## config.mk

```make
export PLATFORM = sky130hd
export DESIGN_NAME = mem_port_arbiter
export DESIGN_NICKNAME = d
export VERILOG_FILES = /design/src/rtl/mem_port_arbiter.sv
export SDC_FILE = /design/constraint.sdc
export NUM_CORES = 1
export LEC_CHECK = 0
export CORE_UTILIZATION = 25
export CTS_BUF_LIST = sky130_fd_sc_hd__clkbuf_16
export DETAILED_ROUTE_END_ITERATION = 12
export PLACE_DENSITY_LB_ADDON = 0.08
export RECOVER_POWER = 25
export SLEW_MARGIN = 20
export SYNTH_ARGS = -nofsm -noshare
export SYNTH_HDL_FRONTEND = slang
export SYNTH_SLANG_ARGS = --single-unit
export TNS_END_PERCENT = 30
```

## constraint.sdc

```tcl
create_clock -name clk -period 2.2 [get_ports clk]
set_input_delay 0.44 -clock clk [delete_from_list [all_inputs] [get_ports clk]]
set_output_delay 0.44 -clock clk [all_outputs]
set_load 0.005 [all_outputs]
```

## src/rtl/mem_port_arbiter.sv

```systemverilog
// Arbitrates one shared memory port between instruction fetch (IF) and load/store (LS).
// LS has priority, IF starvation is bounded, and misaligned accesses are rejected without touching memory.
`ifndef BYTE
`define BYTE     2'd0
`endif
`ifndef HALFWORD
`define HALFWORD 2'd1
`endif
`ifndef WORD
`define WORD     2'd2
`endif

module mem_port_arbiter #(
   parameter int MEM_LATENCY   = 2,
   parameter int MAX_LS_STREAK = 4
) (
   input  logic        clk,
   input  logic        reset_n,
   input  logic        if_req,
   input  logic [31:0] if_addr,
   output logic        if_done,
   output logic        if_err,
   output logic [31:0] if_rdata,
   input  logic        ls_req,
   input  logic        ls_we,
   input  logic [31:0] ls_addr,
   input  logic [1:0]  ls_how_much,
   input  logic [31:0] ls_wdata,
   output logic        ls_done,
   output logic        ls_err,
   output logic [31:0] ls_rdata,
   output logic [31:0] mem_addr,
   output logic [1:0]  mem_how_much,
   output logic        mem_we,
   output logic [31:0] mem_wdata,
   input  logic [31:0] mem_rdata
);

   typedef enum logic [1:0] {IDLE, ACCESS, REJECT} state_t;

   state_t      state_reg, state_next;
   logic        owner_ls_reg, owner_ls_next;
   logic [31:0] addr_reg, addr_next;
   logic [1:0]  how_reg, how_next;
   logic        we_reg, we_next;
   logic [31:0] wdata_reg, wdata_next;
   logic [3:0]  cnt_reg, cnt_next;
   logic [3:0]  streak_reg, streak_next;
   logic        if_done_reg, if_done_next, if_err_reg, if_err_next;
   logic        ls_done_reg, ls_done_next, ls_err_reg, ls_err_next;
   logic [31:0] if_rdata_reg, if_rdata_next, ls_rdata_reg, ls_rdata_next;
   logic        grant_ls, grant_if, aligned;

   always_ff @(posedge clk or negedge reset_n) begin
      if (!reset_n) begin
         state_reg    <= IDLE;
         owner_ls_reg <= 1'b0;
         addr_reg     <= '0;
         how_reg      <= `WORD;
         we_reg       <= 1'b0;
         wdata_reg    <= '0;
         cnt_reg      <= '0;
         streak_reg   <= '0;
         if_done_reg  <= 1'b0;
         if_err_reg   <= 1'b0;
         ls_done_reg  <= 1'b0;
         ls_err_reg   <= 1'b0;
         if_rdata_reg <= '0;
         ls_rdata_reg <= '0;
      end else begin
         state_reg    <= state_next;
         owner_ls_reg <= owner_ls_next;
         addr_reg     <= addr_next;
         how_reg      <= how_next;
         we_reg       <= we_next;
         wdata_reg    <= wdata_next;
         cnt_reg      <= cnt_next;
         streak_reg   <= streak_next;
         if_done_reg  <= if_done_next;
         if_err_reg   <= if_err_next;
         ls_done_reg  <= ls_done_next;
         ls_err_reg   <= ls_err_next;
         if_rdata_reg <= if_rdata_next;
         ls_rdata_reg <= ls_rdata_next;
      end
   end

   always_comb begin
      state_next    = state_reg;
      owner_ls_next = owner_ls_reg;
      addr_next     = addr_reg;
      how_next      = how_reg;
      we_next       = we_reg;
      wdata_next    = wdata_reg;
      cnt_next      = cnt_reg;
      streak_next   = streak_reg;
      if_done_next  = 1'b0;
      if_err_next   = 1'b0;
      ls_done_next  = 1'b0;
      ls_err_next   = 1'b0;
      if_rdata_next = if_rdata_reg;
      ls_rdata_next = ls_rdata_reg;
      // IF overrides LS only once the streak has saturated while it waits
      grant_ls      = ls_req && !(if_req && (streak_reg == 4'(MAX_LS_STREAK)));
      grant_if      = if_req && !grant_ls;
      aligned       = 1'b1;

      unique case (state_reg)
         IDLE: begin
            if (grant_ls || grant_if) begin
               owner_ls_next = grant_ls;
               addr_next     = grant_ls ? ls_addr : if_addr;
               how_next      = grant_ls ? ls_how_much : `WORD;
               we_next       = grant_ls && ls_we;
               wdata_next    = grant_ls ? ls_wdata : '0;
               case (how_next)
                  `WORD:     aligned = (addr_next[1:0] == 2'b00);
                  `HALFWORD: aligned = (addr_next[0] == 1'b0);
                  default:   aligned = 1'b1;
               endcase
               state_next = aligned ? ACCESS : REJECT;
               cnt_next   = 4'(MEM_LATENCY - 1);
               if (grant_ls && if_req)
                  streak_next = (streak_reg == 4'(MAX_LS_STREAK)) ? streak_reg : streak_reg + 4'd1;
               else
                  streak_next = '0;
            end
         end
         ACCESS: begin
            if (cnt_reg == 4'd0) begin
               state_next = IDLE;
               if (owner_ls_reg) begin
                  ls_done_next = 1'b1;
                  if (!we_reg)
                     ls_rdata_next = mem_rdata;
               end else begin
                  if_done_next  = 1'b1;
                  if_rdata_next = mem_rdata;
               end
            end else begin
               cnt_next = cnt_reg - 4'd1;
            end
         end
         REJECT: begin
            state_next  = IDLE;
            if_err_next = !owner_ls_reg;
            ls_err_next = owner_ls_reg;
         end
         default: state_next = IDLE;
      endcase
   end

   assign mem_addr     = addr_reg;
   assign mem_how_much = how_reg;
   assign mem_wdata    = wdata_reg;
   assign mem_we       = (state_reg == ACCESS) && we_reg;
   assign if_done      = if_done_reg;
   assign if_err       = if_err_reg;
   assign ls_done      = ls_done_reg;
   assign ls_err       = ls_err_reg;
   assign if_rdata     = if_rdata_reg;
   assign ls_rdata     = ls_rdata_reg;

endmodule

```

# [Word level (Yosys, flattened, before mapping)]
# Index checks and enable logic that the tools add are counted.
[op_classes] eq_ne=9 mux=23 n_reduce_logical=20 n_addsub=2 bitwise_logic=3
[op_table] op="32-bit two-way mux" n=2
[op_table] op="4-bit two-way mux" n=4
[op_table] op="1-bit two-way mux" n=10
[op_table] op="3-bit AND reduction" n=3
[op_table] op="2-bit two-way mux" n=4
[op_table] op="2-bit inequality test (second input constant)" n=4
[op_table] op="4-bit one-hot mux with 2 select lines" n=1
[op_table] op="1-bit logical AND" n=6
[op_table] op="4-bit by 1-bit adder with 4-bit output (second input constant)" n=1
[op_table] op="2-bit by 1-bit equality test with 1-bit output (second input constant)" n=2
[op_table] op="2-bit equality test (second input constant)" n=2
[op_table] op="4-bit by 3-bit equality test with 1-bit output (second input constant)" n=1
[op_table] op="2-bit logical NOT" n=2
[op_table] op="4-bit logical NOT" n=1
[op_table] op="2-bit one-hot mux with 2 select lines" n=1
[op_table] op="2-bit AND reduction" n=2
[op_table] op="4-bit AND reduction" n=1
[op_table] op="4-bit by 1-bit subtractor with 4-bit output (second input constant)" n=1
[op_table] op="1-bit logical NOT" n=3
[op_table] op="1-bit inverter" n=3
[op_table] op="1-bit one-hot mux with 2 select lines" n=1
[op_table] op="2-bit nonzero test" n=1
[op_table] op="1-bit logical OR" n=1
[totals] inputBits=135 output_inout_bits=135 regBits=146

# [Logic depth before layout (Yosys ltp)]
[logic_depth] ltp_word=12 mapped_depth=10 ltp_nobuf=10

# [Least setup slack after synthesis]
# Ideal clock, no wire load.
[synth_path] kind="flip-flop to flip-flop" startpoint="register streak_reg[0]" endpoint="register state_reg[0]" stages_incl_launch_ff=10 setup_time_ns=0.120 period_less_slack_ns=1.876 t_arrival_ns=1.755 required_time_ns=2.080 path_slack_ns=0.324 cell_sequence="dfrtp_1 > inv_1 > ha_1 > and4b_1 > nor2_1 > nand2_1 > ha_1 > inv_1 > o21ai_0 > a31o_2"
[synth_via] elab_chain_cells=12 elab_cells_between_ends=21 cone_classes="eq/ne: 4; mux: 8; bitwise: 1; reduce/logical: 8"
[synth_rtl] item="start, declared" line_no="48" source="logic [3:0] streak_reg, streak_next;"
[synth_rtl] item="start signal, assigned" line_no="78" source="streak_reg <= streak_next;"
[synth_rtl] item="4-bit by 3-bit equality test with 1-bit output (*)" line_no="104" source="grant_ls = ls_req && !(if_req && (streak_reg == 4'(MAX_LS_STREAK)));"
[synth_rtl] item="1-bit logical AND (*)" line_no="104"
[synth_rtl] item="1-bit logical NOT (*)" line_no="104"
[synth_rtl] item="1-bit logical AND (*)" line_no="104"
[synth_rtl] item="2-bit two-way mux (no source line) or 32-bit two-way mux (tied branches)"
[synth_rtl] item="2-bit by 1-bit equality test with 1-bit output, or another cell as far along" line_no="116" source="case (how_next)"
[synth_rtl] item="1-bit one-hot mux with 2 select lines" line_no="116"
[synth_rtl] item="1-bit two-way mux" line_no="110" source="if (grant_ls || grant_if) begin"
[synth_rtl] item="1-bit two-way mux" line_no="108" source="unique case (state_reg)"
[synth_rtl] item="2-bit two-way mux" line_no="121" source="state_next = aligned ? ACCESS : REJECT;"
[synth_rtl] item="2-bit two-way mux" line_no="110"
[synth_rtl] item="2-bit one-hot mux with 2 select lines" line_no="108"
[synth_rtl] item="end signal, assigned" line_no="71" source="state_reg <= state_next;"
[synth_rtl] item="end, declared" line_no="41" source="state_t state_reg, state_next;"
# Mark *: on every way between the ends. The rest lies on a longest branch, timed or not. The select of a mux whose other input is x is not followed.
# A chain may end at the register's enable or synchronous reset.

# [Worst setup path after layout]
[layout_path] startpoint="register state_reg[1]" endpoint="output port mem_we"
[layout_via] elab_chain_cells=2
[layout_rtl] item="2-bit by 1-bit equality test with 1-bit output" line_no="156" source="assign mem_we = (state_reg == ACCESS) && we_reg;"
[layout_rtl] item="1-bit logical AND" line_no="156"
[layout_rtl] item="end, declared" line_no="34" source="output logic mem_we,"
# No other way between the ends.

==> metrics.md <==
| Metric | Value |
|---|---|
| Max_cap viols | `0` |
| Crit path launch type | `flop` |
| FILL cells | `2292` |
| Total chip power | `13.1 mW` |
| GRT Util Overall | `0.141` |
| Setup Viol. Count Final | `0` |
| Unrepaired setup endpoints after global routing | `false` |
| Crit Path Category | `reg -> out` |
| Final net count | `891` |
| Final worst path period share | `0.956` |
| CTS Buf Count | `17` |
| CP cell instances | `nor2b_4 -> and2_2 -> clkdlybuf4s50_1` |
| Status | `finished, final reports clean` |
| Clock Skews | `0.0132 ns` |
| HP Class | `reg -> reg` |
| Antenna cells | `0` |
| Reg2reg end | `if_rdata[12]` |
| Slew Limit Fails | `0` |
| Cell area power density | `1350 mW/mm^2` |
| Worst setup EP type | `primary output` |
| Final hold violations | `0` |
| Post-synthesis net count | `roughly 610` |
| Port bufs | `approximately 270` |
| VDD IR-drop max | `470 uV` |
| Worst Path Max Fanout | `5` |
| Chip width | `157 um` |
| Leakage power figure | `4.19 nW` |
| CP max stage delay | `roughly 0.54 ns` |
| Main synth FF type | `dfrtp_1` |
| Critical Path AT | `about 1.7 ns` |
| Number of flops mapped to enable cells by yosys | `0` |
| FMAX | `roughly 480 MHz` |
| Vias in the first global route | `4794` |
| Relative slew slack | `0.115` |
| GR Overflow Total | `0` |
| Initial antenna violation count | `0` |
| Die area | `0.0248 mm^2` |
| CP startpoint | `state_reg[1]` |
| Post-Route WL | `about 17000 um` |
| Synth Register Bits | `between 100 and 150` |
| WP buf/inv | `1` |
| Worst r2r src | `cnt_reg[0]` |
| Gp weighted congestion | `0.721` |
| DRC Markers | `0` |
| WHS | `0.492 ns` |
| Final cell count without fillers | `1082` |
| Avg Inst Size Synth | `12.8 um^2` |
| Post-Syn Area | `0.00604 mm^2` |
| Hpwl dp | `11900 um` |
| Final Util | `0.412` |
| Drt wl/cell | `15.9 um` |
| Final worst slack | `0.0973 ns` |
| Worst Tran Pin Value | `1.33 ns` |
| Worst Reg-to-Reg Cells | `7` |
| Share of cells above drive strength 1 | `0.170` |
| Crit path depth | `3` |
| Slowest cell on the critical path | `clkdlybuf4s50_1` |
| Final Cell Area | `0.00970 mm^2` |
| GR peak layer | `met2` |
| Via count | `between 4000 and 5000` |
| Vias per std cell | `4.29` |
| DR pass1 iterations | `4` |
| Syn-to-layout area delta | `60.7%` |
| Global Route met2 Usage | `0.227` |
| CORE AREA | `0.0235 mm^2` |
| Placed Instances | `between 1000 and 1500` |
| Worst EP required | `1.76 ns` |
| First-pass GRT wire length | `26600 um` |
| Clock latency on the worst-skew pair | `0.42 ns` |
| Met3 Resource Use GR | `0.0551` |
| Initial drt markers | `about 160` |
| Grt met1 use | `0.174` |
| Clk sink count | `146` |
| CTS clk-pin slew, worst paths | `0.06 ns` |
| Dpl ws | `-0.0545 ns` |
| Routed Antenna Nets | `0` |
| Reg2Reg Setup Slack | `0.21 ns` |
| DP Area | `0.00914 mm^2` |
| Setup_tns | `0 ns` |
| CTS H-tree lvls | `4` |
| Chip Height | `157 um` |
| CTS tree | `done` |
| Yosys warns | `0` |
| Initial Util | `0.256` |
| # IOs | `270` |
| Bufs on Longest Clock Path | `2` |
| Register area share after synthesis | `0.606` |
| Post-synthesis instance total | `470` |
| Crit path time final | `2.10 ns` |
| Clock Tree Root | `clkbuf_16` |
| Largest net degree at the start of global routing | `53` |
| Crit path capture | `mem_we` |
| Post-synth cell types | `just over 40` |
| Cell family with most CP delay | `buffers and inverters` |
| # rows | `between 50 and 60` |
| Asr flop ratio synth | `1.00` |
-- Yosys cell counts, types with 2 or more instances --
| cell | number | area [um^2] |
|---|---|---|
| dfrtp_1 | 145 | 3630 |
| nand2_1 | 73 | 274 |
| nor2_1 | 37 | 139 |
| mux2_2 | 35 | 394 |
| a22o_1 | 33 | 289 |
| a31oi_1 | 31 | 194 |
| mux2_4 | 30 | 450 |
| buf_2 | 11 | 55.1 |
| o21ai_0 | 10 | 50.1 |
| inv_1 | 8 | 30.0 |
| ha_1 | 6 | 75.1 |
| buf_6 | 5 | 56.3 |
| clkbuf_1 | 5 | 18.8 |
| nand3_1 | 5 | 25.0 |
| buf_4 | 4 | 30.0 |
| buf_12 | 3 | 60.1 |
| a21oi_1 | 2 | 10.0 |
| a31o_2 | 2 | 17.5 |
| nor2b_1 | 2 | 12.5 |
| xor2_1 | 2 | 17.5 |
-- what timing repair did --
action	in CTS	in global routing
hold buffers	1	0
endpoints found under the setup margin	1	0
endpoints found under the hold margin	47	0
setup buffers	2	0
gates resized for setup	1	0
-- cell families (layout without fill, tap and decap cells) --
group / after synthesis / count (layout) / synth area share
fa+ha+maj: 6 / 6 / 0.0124
compound gates: 80 / 80 / 0.0954
flops: 146 / 146 / 0.606
mux: 66 / 66 / 0.142
simple gates: 134 / 134 / 0.101
xor+xnor: 2 / 2 / 0.00290
buf+inv: 36 / 329 / 0.0415
-- routing by layer --
layer	vias to the layer above	part of all wire
li1	2201	-
met1	2278	0.43
met2	158	0.48
met3	8	0.078
met4	0	0.0079
met5	-	0
-- worst min-delay path: cells and delay by family, from the launching register on --
family / cells / cell delay, ns
DFF: 1 / 0.37
and+or+nand+nor: 1 / 0.04
AOI/OAI and AO/OA: 1 / 0.07
-- layout make-up --
cell class                 instances  area [um^2]  area share
sequential                       146         3660       0.377
timing repair buffer             289         2920       0.301
multi-input combinational        288         2140       0.221
clock buffer                      17          425      0.0438
tap                              319          399      0.0411
clock inverter                    15          126      0.0130
inverter                           8         30.0     0.00310
-- power breakdown --
part	switching [mW]	total, mW	internal (mW)
combinational	1.93	5.63	3.69
clock	1.27	2.75	1.48
sequential	0.746	4.75	4.00
-- worst min-delay path by stage --
stage / start / slack (ns) / endpoint / depth (start not counted)
2_1_floorplan: reset_n / 0.14 / cnt_reg[0] / 0
3_3_place_gp: reset_n / 0.42 / ls_rdata[16] / 1
3_5_place_dp: reset_n / 0.42 / ls_rdata[16] / 1
4_1_cts: mem_addr[0] / 0.50 / mem_addr[0] / 2
5_1_grt: ls_rdata[20] / 0.52 / ls_rdata[20] / 1
6_report: mem_how_much[1] / 0.49 / mem_how_much[1] / 2
-- placed cells by master, fill, tap and decap left out, types with 10 or more instances in the layout --
cell type and instances:
buf_4 11, nand2_1 73, mux2_4 30, a31oi_1 31, dfrtp_1 144, a22o_1 33
clkbuf_16 17, mux2_2 35, nor2_1 35, o21ai_0 10, clkdlybuf4s50_1 268
Power figures use the tool's default switching activity.
